### src/rtl/mul_byte_sequencer.sv
// Byte-serial operand loader and result unloader for the 8x8 combinational multiplier.
// Two operand bytes in, two product bytes out, one capture cycle in between.
module mul_byte_sequencer #(
  parameter bit LSB_FIRST = 1'b1
) (
  input  logic        clk,
  input  logic        rst,
  input  logic [7:0]  in_data,
  input  logic        in_valid,
  output logic        in_ready,
  output logic [7:0]  mul_a,
  output logic [7:0]  mul_b,
  input  logic [15:0] mul_prod,
  output logic [7:0]  out_data,
  output logic        out_valid,
  input  logic        out_ready,
  output logic        busy,
  output logic [7:0]  op_count
);

  typedef enum logic [2:0] {LOAD_A, LOAD_B, CAPTURE, SEND_0, SEND_1} state_t;

  state_t      state, state_nxt;
  logic [15:0] p;
  logic [7:0]  byte_first, byte_second;
  logic        load_a, load_b, capture, done;

  assign byte_first  = LSB_FIRST ? p[7:0]  : p[15:8];
  assign byte_second = LSB_FIRST ? p[15:8] : p[7:0];

  // in_ready is held low while rst is asserted so no byte is taken in the reset cycle
  always_comb begin
    state_nxt = state;
    in_ready  = 1'b0;
    out_valid = 1'b0;
    out_data  = '0;
    busy      = 1'b1;
    load_a    = 1'b0;
    load_b    = 1'b0;
    capture   = 1'b0;
    done      = 1'b0;
    case (state)
      LOAD_A: begin
        busy     = 1'b0;
        in_ready = !rst;
        if (in_valid && !rst) begin
          load_a    = 1'b1;
          state_nxt = LOAD_B;
        end
      end
      LOAD_B: begin
        in_ready = !rst;
        if (in_valid && !rst) begin
          load_b    = 1'b1;
          state_nxt = CAPTURE;
        end
      end
      CAPTURE: begin
        capture   = 1'b1;
        state_nxt = SEND_0;
      end
      SEND_0: begin
        out_valid = 1'b1;
        out_data  = byte_first;
        if (out_ready) state_nxt = SEND_1;
      end
      SEND_1: begin
        out_valid = 1'b1;
        out_data  = byte_second;
        if (out_ready) begin
          done      = 1'b1;
          state_nxt = LOAD_A;
        end
      end
      default: state_nxt = LOAD_A;
    endcase
  end

  always_ff @(posedge clk) begin
    if (rst) begin
      state    <= LOAD_A;
      mul_a    <= '0;
      mul_b    <= '0;
      p        <= '0;
      op_count <= '0;
    end else begin
      state <= state_nxt;
      if (load_a)  mul_a    <= in_data;
      if (load_b)  mul_b    <= in_data;
      if (capture) p        <= mul_prod;
      if (done)    op_count <= op_count + 8'd1;
    end
  end

endmodule

### config.mk
export PLATFORM = sky130hd
export DESIGN_NAME = mul_byte_sequencer
export DESIGN_NICKNAME = d
export VERILOG_FILES = /design/src/rtl/mul_byte_sequencer.sv
export SDC_FILE = /design/constraint.sdc
export NUM_CORES = 1
export LEC_CHECK = 0
export BUFFER_PORTS_ARGS = -buffer_cell sky130_fd_sc_hd__buf_2
export CAP_MARGIN = 0
export CORE_ASPECT_RATIO = 0.75
export CORE_MARGIN = 1.5
export CORE_UTILIZATION = 53
export DETAILED_ROUTE_END_ITERATION = 10
export PLACE_DENSITY = 0.86
export RECOVER_POWER = 25
export SKIP_LAST_GASP = 1
export SYNTH_ARGS = -nofsm -noshare
export SYNTH_HDL_FRONTEND = slang
export SYNTH_SLANG_ARGS = --single-unit
export TNS_END_PERCENT = 1
### constraint.sdc
create_clock -name clk -period 2.3 [get_ports clk]
set_input_delay 0.46 -clock clk [delete_from_list [all_inputs] [get_ports clk]]
set_output_delay 0.46 -clock clk [all_outputs]
set_load 0.01 [all_outputs]
==> results of run 1 <==
==> per-layer routing <==
metal	routed length [um]	global-route usage [%]	up-vias	share of wire, %
met5	0	0	-	0
met4	51	10.06	0	1.3
met3	147	6.159	6	3.8
met2	1780	31.33	24	46
met1	1856	26.18	758	48
li1	-	-	803	-
==> kinds of logic (layout without fill, tap and decap cells) <==
group | after synthesis | after routing | share of synthesized area [%]
AND/OR/NAND/NOR | 79 | 79 | 23.11
flip-flops | 43 | 43 | 45.17
AO/OA/AOI/OAI | 38 | 38 | 12.54
multiplexers | 18 | 18 | 12.15
buffers and inverters | 18 | 77 | 5.909
adder cells (fa/ha/maj) | 1 | 1 | 0.6565
XOR/XNOR | 1 | 1 | 0.4597
==> final timing paths <==
path / startpoint / end / slack (ps) / depth (start not counted)
max: state[2]$_SDFFE_PP0P_ / out_valid / 190 / 3
min: mul_prod[7] / p[7]$_SDFFE_PP0N_ / 400 / 3
max reg2reg: state[1]$_SDFFE_PP0P_ / mul_a[4]$_SDFFE_PP0P_ / 510 / 3
min reg2reg: p[0]$_SDFFE_PP0N_ / p[0]$_SDFFE_PP0N_ / 450 / 2
==> synthesized netlist by cell type, types with 2 or more instances <==
cell | n | area (um^2)
dfxtp_1 | 43 | 860.8
nand2_1 | 36 | 135.1
a21oi_1 | 22 | 110.1
nor2b_1 | 18 | 112.6
mux2_2 | 9 | 101.4
a22o_1 | 8 | 70.07
mux2_4 | 8 | 120.1
clkbuf_1 | 6 | 22.52
buf_6 | 4 | 45.04
o31ai_1 | 4 | 30.03
or4_1 | 4 | 30.03
inv_1 | 3 | 11.26
nor2_1 | 3 | 11.26
nor3_1 | 3 | 15.01
buf_1 | 2 | 7.510
nand3_1 | 2 | 10.01
==> power by group through the flow <==
stage	clock [mW]	combinational, mW	sequential (mW)
global placement	0	0.171	0.818
detailed placement	0	0.174	0.819
CTS	0.523	0.175	0.802
global route	0.565	0.186	0.809
floorplan	0	0.115	0.819
finish	0.516	0.169	0.803
==> flip-flops by register name, indices dropped and copies added (netlist names) <==
signal / count
mul_a: 8
state: 3
mul_b: 8
op_count: 8
p: 16
==> metrics by stage <==
stage | hold slack [ps] | setup slack, ps | power, mW | instances
3_3_place_gp | 442.9 | 400.4 | 0.9884 | 289
3_5_place_dp | 448.0 | 375.0 | 0.9929 | 289
6_report | 397.4 | 185.3 | 1.487 | 297
4_1_cts | 396.4 | 166.5 | 1.500 | 297
5_1_grt | 392.5 | 60.83 | 1.560 | 297
2_1_floorplan | 436.0 | 674.3 | 0.9347 | 198
==> area by class of cell <==
| class | instances | area, um^2 | share of cell area, % |
|---|---|---|---|
| inverters | 3 | 11.26 | 0.4956 |
| clock buffers | 8 | 100.1 | 4.405 |
| well taps | 40 | 50.05 | 2.203 |
| repair buffers | 66 | 317.8 | 13.99 |
| multi-input cells | 137 | 932.1 | 41.02 |
| flip-flops and latches | 43 | 860.8 | 37.89 |
==> worst reg2reg max path: stages, from the launching register on <==
cell and delay, ps:
dfxtp_1 410, nor2b_1 180, or4b_1 710, mux2_4 390
==> results by group, run 1 <==
Run status
  • Outcome: completed

Logic synthesis
  • Syn Inst Count: between 150 and 200
  • Syn Std Cell Area: approximately 1900 um^2
  • Post-synthesis sequential area ratio: 45.17%
  • EDFF count, synth: 0
  • Ys flop type: dfxtp_1
  • FF+latch count, synth: 43
  • Avg Inst Size Synth: 9.624 um^2
  • Async SR Flop Fraction: 0%
  • Cell variety after synth: 39
  • Yosys warns: 0
  • Synthesized net count: about 230

Min path
  • Hold WC Path Type: input pin to flip-flop

STA
  • Tmin final: ~2100 ps
  • Final hold viol count: 0
  • Worst-Margin Slew: around 670 ps
  • RSZ-0062 raised after global routing: false
  • Max Clk Rate: 472.9 MHz
  • Setup TNS Final: 0 ps
  • Crit share post-route: about nine tenths
  • Final setup violation count: 0
  • Slew Limit Fails: 0
  • Clk_skew: 3.734 ps
  • Slew HR: a little under three fifths

Final layout
  • Nets: roughly 290
  • Fraction of layout cells with a size suffix above 1: between 30 and 40%
  • Commonest non-fill, non-tap cell in the layout: buf_2
  • Fin area: about 2300 um^2
  • Number of fill cells: around 280
  • Antenna Cells: 0
  • Area grow syn2layout: 19.24%
  • Utilization after layout: about two thirds
  • Most frequent cells in the layout: buf_2 (44), dfxtp_1 (43), nand2_1 (36)

Detailed routing
  • Vias: between 1500 and 2000
  • Avg WL per Cell: 12.92 um
  • Drt pass-1 iters: 4
  • Detailed-route DRC error count: 0
  • Vias per cell: roughly 5.4
  • DR iter-0 viols: 80
  • Antenna-violating nets left: 0
  • Final WL: 3836 um

Die
  • Initial Util: a little under three fifths
  • Num rows: 18
  • Die Area: ~4000 um^2
  • Ports: 63
  • Die W: 72.24 um
  • Core area: about 3400 um^2
  • DIE HEIGHT: ~55 um

Clock network
  • CTS Hold Buffers Added: 0
  • Post-CTS Setup Inserts: 0
  • Root Driver: clkbuf_8
  • Bufs on Longest Clock Path: 2
  • Post-CTS Resized: 0
  • CTS tree: built
  • Worst-path clk slew: about 80 ps
  • Clk Latency, worst-skew pair: slightly below 300 ps
  • TritonCTS Sinks: between 40 and 50
  • H-Tree Depth: 2
  • Num CTS Buffers: 5

GRT
  • Total Routing Usage GR: ~20%
  • Grt ovf: 0
  • Largest net degree at the start of global routing: 45
  • Initial antenna violation count: 0
  • First-pass GRT wire length: about 6000 um
  • Vias in the first global route: around 1300

Pwr
  • Pwr Density: between 600 and 700 nW/um^2
  • Net Sw Frac: about a quarter
  • Clock share of power: between 30% and 40%
  • Internal: 1.138 mW
  • Comb pwr share: a little under an eighth
  • Worst vdd ir: roughly 0.38 mV
  • Reg power frac: a little over half
  • Total leakage power: between 0.9 and 1 nW
  • Sw power: approximately 350 uW

Critical path
  • CP Data Arrival Time: approximately 1700 ps
  • Critical path class: flip-flop to primary output
  • Critical path capture point type: primary output
  • CP cell instances: and3b_2 > or2_2 > buf_2
  • Buffers & Inverters on Critical Path: 1
  • WP data required: 1840 ps
  • Critical path's largest stage delay: 590 ps
  • Worst Path Max Fanout: 11
  • Crit path max-delay family: simple AND/OR/NAND/NOR gates
  • Nature of the critical path startpoint: flip-flop
  • CP max stage cell: dfxtp_1

Placement
  • GP Congestion: 0.7391
  • DP HPWL: 2660 um
  • Dpl cell area: 2195 um^2
  • IO buf count: between 60 and 70

Run
  • Max Cap Viol: 0
Power figures use the tool's default switching activity.
==> run 2, diff against run 1 <==
--- a/config.mk
+++ b/config.mk
@@ -13,6 +13,7 @@
 export DETAILED_ROUTE_END_ITERATION = 10
 export PLACE_DENSITY = 0.86
 export RECOVER_POWER = 25
+export REMOVE_ABC_BUFFERS = 1
 export SKIP_LAST_GASP = 1
 export SYNTH_ARGS = -nofsm -noshare
 export SYNTH_HDL_FRONTEND = slang
==> run 2 against run 1 <==
Clock skew is essentially flat. Design area down 0.50%. Clock-buffer cell count fell by 1. Non-clock buffer count stayed put. First-iteration DRC count shrank 23%. Worst hold slack worse by 4.8 ps. Highest routed layer unchanged.
==> results by group, run 2 (synthesis results as in run 1) <==
GRT
  • Met3 usage: 5.978% (was 6.159%)
  • Largest net degree at the start of global routing: 44 (was 45)
  • Vias in the first global route: 1385 (was 1349)
  • Met1 usage: 26.82% (was 26.18%)
  • Initial antenna violation count: 0 (unchanged)
  • Met2 Usage GRT: 33.18% (was 31.33%)
  • Total Routing Usage GR: 20.60% (was 20.24%)
  • Top Usage Layer GRT: met2 (unchanged)
  • Grt ovf: 0 (unchanged)
  • First-pass GRT wire length: 6161 um (was 6044 um)

Detailed routing
  • Vias: 1566 (was 1591)
  • Avg WL per Cell: 12.65 um (was 12.92 um)
  • Final WL: 3757 um (was 3836 um)
  • Detailed-route DRC error count: 0 (unchanged)
  • Antenna-violating nets left: 0 (unchanged)
  • Vias per cell: 5.273 (was 5.357)
  • Drt pass-1 iters: 4 (unchanged)
  • DR iter-0 viols: 62 (was 80)

Clock network
  • CTS tree: built (unchanged)
  • Root Driver: clkbuf_8 (unchanged)
  • TritonCTS Sinks: 43 (unchanged)
  • Num CTS Buffers: 5 (unchanged)
  • CTS Hold Buffers Added: 0 (unchanged)
  • Post-CTS Setup Inserts: 0 (unchanged)
  • H-Tree Depth: 2 (unchanged)
  • Clk Latency, worst-skew pair: 300 ps (was 290 ps)
  • Post-CTS Resized: 0 (unchanged)
  • Bufs on Longest Clock Path: 2 (unchanged)
  • Worst-path clk slew: 80 ps (about the same)

STA
  • Max Clk Rate: 486.0 MHz (was 472.9 MHz)
  • Crit share post-route: 89.47% (was 91.94%)
  • Tmin final: 2058 ps (was 2115 ps)
  • Worst-Margin Slew: 654.6 ps (was 668.3 ps)
  • Clk_skew: 3.875 ps (was 3.734 ps)
  • Final setup violation count: 0 (unchanged)
  • Final hold viol count: 0 (unchanged)
  • Slew Limit Fails: 0 (unchanged)
  • Setup TNS Final: 0 ps (unchanged)
  • Slew HR: 56.12% (was 55.21%)
  • RSZ-0062 raised after global routing: false (unchanged)

Die
  • Initial Util: 56.79% (unchanged)
  • DIE HEIGHT: 54.93 um (unchanged)
  • Ports: 63 (unchanged)
  • Die Area: 3968 um^2 (unchanged)
  • Die W: 72.24 um (unchanged)
  • Num rows: 18 (unchanged)
  • Core area: 3356 um^2 (unchanged)

Pwr
  • Worst vdd ir: 0.5372 mV (was 0.3782 mV)
  • Total power: 1.499 mW (was 1.487 mW)
  • Reg power frac: 53.5% (was 54.0%)
  • Sw power: 364.3 uW (was 349.2 uW)
  • Clock share of power: 35.4% (was 34.7%)
  • Net Sw Frac: 24.30% (was 23.48%)
  • Comb pwr share: 11.1% (was 11.3%)
  • Total leakage power: 0.9620 nW (was 0.9601 nW)
  • Internal: 1.135 mW (was 1.138 mW)
  • Pwr Density: 663.0 nW/um^2 (was 654.5 nW/um^2)

Run
  • Max Cap Viol: 0 (unchanged)

Placement
  • GP Congestion: 0.7512 (was 0.7391)
  • IO buf count: 62 (unchanged)
  • Cells after DPL: 289 (unchanged)
  • DP HPWL: 2549 um (was 2660 um)

Final layout
  • Largest register FFs: 16 (unchanged)
  • Most frequent cells in the layout: buf_2 (45), dfxtp_1 (43), nand2_1 (36) (was buf_2 (44), dfxtp_1 (43), nand2_1 (36))
  • Commonest non-fill, non-tap cell in the layout: buf_2 (unchanged)
  • Number of fill cells: 289 (was 279)
  • Area grow syn2layout: 18.65% (was 19.24%)
  • Reg with most FFs: p (unchanged)
  • Nets: 285 (unchanged)
  • Fraction of layout cells with a size suffix above 1: 31.13% (was 30.74%)
  • Fin cells: 297 (unchanged)
  • Antenna Cells: 0 (unchanged)

Critical path
  • Worst Path Max Fanout: 11 (unchanged)
  • Critical path capture point type: primary output (unchanged)
  • CP Data Arrival Time: 1600 ps (was 1650 ps)
  • WP data required: 1840 ps (about the same)
  • Nature of the critical path startpoint: flip-flop (unchanged)
  • Critical path class: flip-flop to primary output (unchanged)

Min path
  • Hold WC Path Type: input pin to flip-flop (unchanged)

Run status
  • Outcome: completed (unchanged)
-- run 2: routing by layer --
metal  vias up  wire length, um
li1        796                -
met1       720             1883
met2        46             1638
met3         4              203
met4         0               32
met5         -                0
-- run 2: critical path, stage by stage, from the launching register on --
cell	delay, ps
dfxtp_1	540
and3b_2	330
or2_2	280
buf_2	140
-- run 2: power groups by stage --
stage,clock network (mW),logic [mW],registers (mW)
2_1_floorplan,0,0.0864,0.824
3_3_place_gp,0,0.171,0.818
3_5_place_dp,0,0.175,0.818
4_1_cts,0.544,0.176,0.802
5_1_grt,0.574,0.184,0.807
6_report,0.530,0.166,0.802
-- run 2: per-stage QoR --
step	instance area [um^2]	setup WS, ps	hold slack, ps	util [%]
floorplan	1804	330.7	430.0	-
global placement	2195	388.6	442.6	65.40
detailed placement	2195	359.1	446.7	65.40
CTS	2298	184.0	383.8	68.49
global route	2261	118.8	388.0	67.38
finish	2261	242.2	392.6	67.38
-- run 2: worst paths after layout --
check	startpoint	depth (start not counted)	slack (ps)	to
max	state[2]$_SDFFE_PP0P_	3	240	out_valid
min	mul_prod[14]	3	390	p[14]$_SDFFE_PP0N_
max reg2reg	state[2]$_SDFFE_PP0P_	3	370	op_count[7]$_SDFFE_PP0P_
min reg2reg	p[2]$_SDFFE_PP0N_	2	460	p[2]$_SDFFE_PP0N_
-- run 2: final cells by class --
type                       count  area (um^2)  share of cell area (%)
clock buffer                   7        96.34                   4.261
clock inverter                 1        7.507                  0.3320
inverter                       3        11.26                  0.4981
multi-input combinational    137        915.9                   40.51
sequential                    43        860.8                   38.07
tap                           40        50.05                   2.214
timing repair buffer          66        319.1                   14.11
==> run 3, diff against run 2 <==
--- a/config.mk
+++ b/config.mk
@@ -9,11 +9,10 @@
 export CAP_MARGIN = 0
 export CORE_ASPECT_RATIO = 0.75
 export CORE_MARGIN = 1.5
-export CORE_UTILIZATION = 53
+export CORE_UTILIZATION = 50
 export DETAILED_ROUTE_END_ITERATION = 10
-export PLACE_DENSITY = 0.86
+export PLACE_DENSITY = 0.82
 export RECOVER_POWER = 25
-export REMOVE_ABC_BUFFERS = 1
 export SKIP_LAST_GASP = 1
 export SYNTH_ARGS = -nofsm -noshare
 export SYNTH_HDL_FRONTEND = slang
==> constraint.sdc (replaced) <==
create_clock -name clk -period 1.95 [get_ports clk]
set_input_delay 0.39 -clock clk [delete_from_list [all_inputs] [get_ports clk]]
set_output_delay 0.39 -clock clk [all_outputs]
set_load 0.01 [all_outputs]
==> run 3 against run 2 <==
Clock skew shrank 1.1 ps. Combinational power rose by 20%. Worst hold slack worse by 58 ps. Sequential power increased by 18%. Critical path type unchanged. Power rose by 11%. Setup slack worse by 160 ps. Flip-flop and latch count unchanged.
==> results by group, run 3 (synthesis results as in run 1) <==
Die
  • Core area: 3661 um^2 (was 3356 um^2)
  • Die W: 74.29 um (was 72.24 um)
  • Ports: 63 (unchanged)
  • Num rows: 19 (was 18)
  • Initial Util: 52.05% (was 56.79%)
  • DIE HEIGHT: 56.47 um (was 54.93 um)
  • Die Area: 4195 um^2 (was 3968 um^2)

Final layout
  • Most frequent cells in the layout: buf_2 (46), dfxtp_1 (42), nand2_1 (36) (was buf_2 (45), dfxtp_1 (43), nand2_1 (36))
  • Fraction of layout cells with a size suffix above 1: 31.52% (was 31.13%)
  • Utilization after layout: 61.79% (was 67.38%)
  • Reg with most FFs: p (unchanged)
  • Antenna Cells: 0 (unchanged)
  • Area grow syn2layout: 18.71% (was 18.65%)
  • Nets: 287 (was 285)
  • Largest register FFs: 16 (unchanged)
  • Commonest non-fill, non-tap cell in the layout: buf_2 (unchanged)

Detailed routing
  • Drt pass-1 iters: 4 (unchanged)
  • Vias per cell: 5.155 (was 5.273)
  • Final WL: 3865 um (was 3757 um)
  • Vias: 1593 (was 1566)
  • DR iter-0 viols: 61 (was 62)
  • Detailed-route DRC error count: 0 (unchanged)
  • Avg WL per Cell: 12.51 um (was 12.65 um)
  • Antenna-violating nets left: 0 (unchanged)

STA
  • WHS: 335.1 ps (was 392.6 ps)
  • Crit share post-route: 95.80%
  • Final hold viol count: 0 (unchanged)
  • Setup TNS Final: 0 ps (unchanged)
  • Slew Limit Fails: 0 (unchanged)
  • Tmin final: about 1900 ps
  • Worst-Margin Slew: 506.5 ps (was 654.6 ps)
  • RSZ-0062 raised after global routing: false (unchanged)
  • Worst Slack Setup Final: 81.93 ps (was 242.2 ps)
  • Clk_skew: 2.790 ps (was 3.875 ps)
  • Max Clk Rate: 535.3 MHz
  • Final setup violation count: 0 (unchanged)
  • Slew HR: 66.04% (was 56.12%)

Critical path
  • Critical path's largest stage delay: 490 ps (was 540 ps)
  • Critical path class: flip-flop to primary output (unchanged)
  • Flop2flop setup slack: 130 ps (was 370 ps)
  • CP cell instances: nor3b_1 > buf_4 > or2_2 > buf_2 (was and3b_2 > or2_2 > buf_2)
  • Worst R2R Start: state[1]$_SDFFE_PP0P_ (was state[2]$_SDFFE_PP0P_)
  • R2R Path End: op_count[7]$_SDFFE_PP0P_ (unchanged)
  • CP Data Arrival Time: 1480 ps (was 1600 ps)
  • Critical path capture point type: primary output (unchanged)
  • WP data required: 1560 ps (was 1840 ps)
  • Nature of the critical path startpoint: flip-flop (unchanged)
  • CP max stage cell: dfxtp_1 (unchanged)
  • Worst Path Max Fanout: 12 (was 11)
  • Worst reg2reg path depth: 3 (unchanged)

GRT
  • Initial antenna violation count: 0 (unchanged)
  • Largest net degree at the start of global routing: 39 (was 44)
  • Top Usage Layer GRT: met2 (unchanged)
  • Met3 usage: 6.284% (was 5.978%)
  • Grt ovf: 0 (unchanged)
  • Met2 Usage GRT: 30.36% (was 33.18%)
  • Vias in the first global route: 1474 (was 1385)
  • First-pass GRT wire length: 6237 um (was 6161 um)
  • Met1 usage: 24.27% (was 26.82%)
  • Total Routing Usage GR: 19.27% (was 20.60%)

Placement
  • DP HPWL: 2764 um (was 2549 um)
  • Minimum setup slack after placement: 92.39 ps (was 359.1 ps)
  • GP Congestion: 0.7663 (was 0.7512)
  • IO buf count: 62 (unchanged)

Min path
  • Min-delay src: mul_prod[12] (was mul_prod[14])
  • Hold path cells: 3 (unchanged)
  • Hold WC Path Type: input pin to flip-flop (unchanged)
  • Hold path endpoint: p[12]$_SDFFE_PP0N_ (was p[14]$_SDFFE_PP0N_)

Clock network
  • Num CTS Buffers: 5 (unchanged)
  • H-Tree Depth: 2 (unchanged)
  • Worst-path clk slew: 70 ps (was 80 ps)
  • Root Driver: clkbuf_8 (unchanged)
  • Bufs on Longest Clock Path: 2 (unchanged)
  • Clk Latency, worst-skew pair: 290 ps (was 300 ps)
  • TritonCTS Sinks: 43 (unchanged)
  • CTS tree: built (unchanged)
  • CTS Hold Buffers Added: 0 (unchanged)

Pwr
  • Worst vdd ir: 0.4116 mV (was 0.5372 mV)
  • Total leakage power: 0.9635 nW (was 0.9620 nW)
  • Total power: 1.657 mW (was 1.499 mW)
  • Pwr Density: 732.4 nW/um^2 (was 663.0 nW/um^2)

Run status
  • Outcome: completed (unchanged)

Run
  • Max Cap Viol: 0 (unchanged)
[run 3: worst max-delay path: cells and delay by family (launching register included)]
kind | cells | cell delay [ps]
flops | 1 | 490
simple gates | 2 | 380
buf+inv | 2 | 320
[run 3: worst max path at each step]
stage | startpoint | endpoint | slack, ps | cells after the start
floorplan | state[2]$_SDFFE_PP0P_ | out_data[0] | 390 | 4
global placement | in_valid | mul_a[3]$_SDFFE_PP0P_ | 120 | 4
detailed placement | in_valid | mul_a[3]$_SDFFE_PP0P_ | 90 | 4
CTS | state[0]$_SDFFE_PP0P_ | out_valid | 40 | 4
global route | state[1]$_SDFFE_PP0P_ | out_valid | 30 | 4
finish | state[1]$_SDFFE_PP0P_ | out_valid | 80 | 4
[run 3: repair_timing]
item	in CTS	in global routing
resized for setup	0	1
setup buffers	0	0
endpoints found under the setup margin	0	1
[run 3: cell type report]
type	instances	area [um^2]
inverters	3	11.26
flip-flops and latches	43	862.1
well taps	52	65.06
repair buffers	68	335.3
clock buffers	6	72.57
fillers	342	1399
multi-input cells	137	915.9
[run 3: metal layers]
layer | part of all wire [%] | wire length, um
met1 | 46 | 1762
met2 | 48 | 1852
met3 | 5.1 | 197
met4 | 1.3 | 52
met5 | 0 | 0
[run 3: stage by stage]
step	area [um^2]	std cells
6_report	2262	309
5_1_grt	2262	309
4_1_cts	2297	309
3_5_place_dp	2225	303
3_3_place_gp	2225	303
2_1_floorplan	1906	198
[run 3: power by group]
group / switching (mW) / internal, mW
sequential: 0.0270 / 0.919
clock: 0.273 / 0.239
combinational: 0.0983 / 0.101
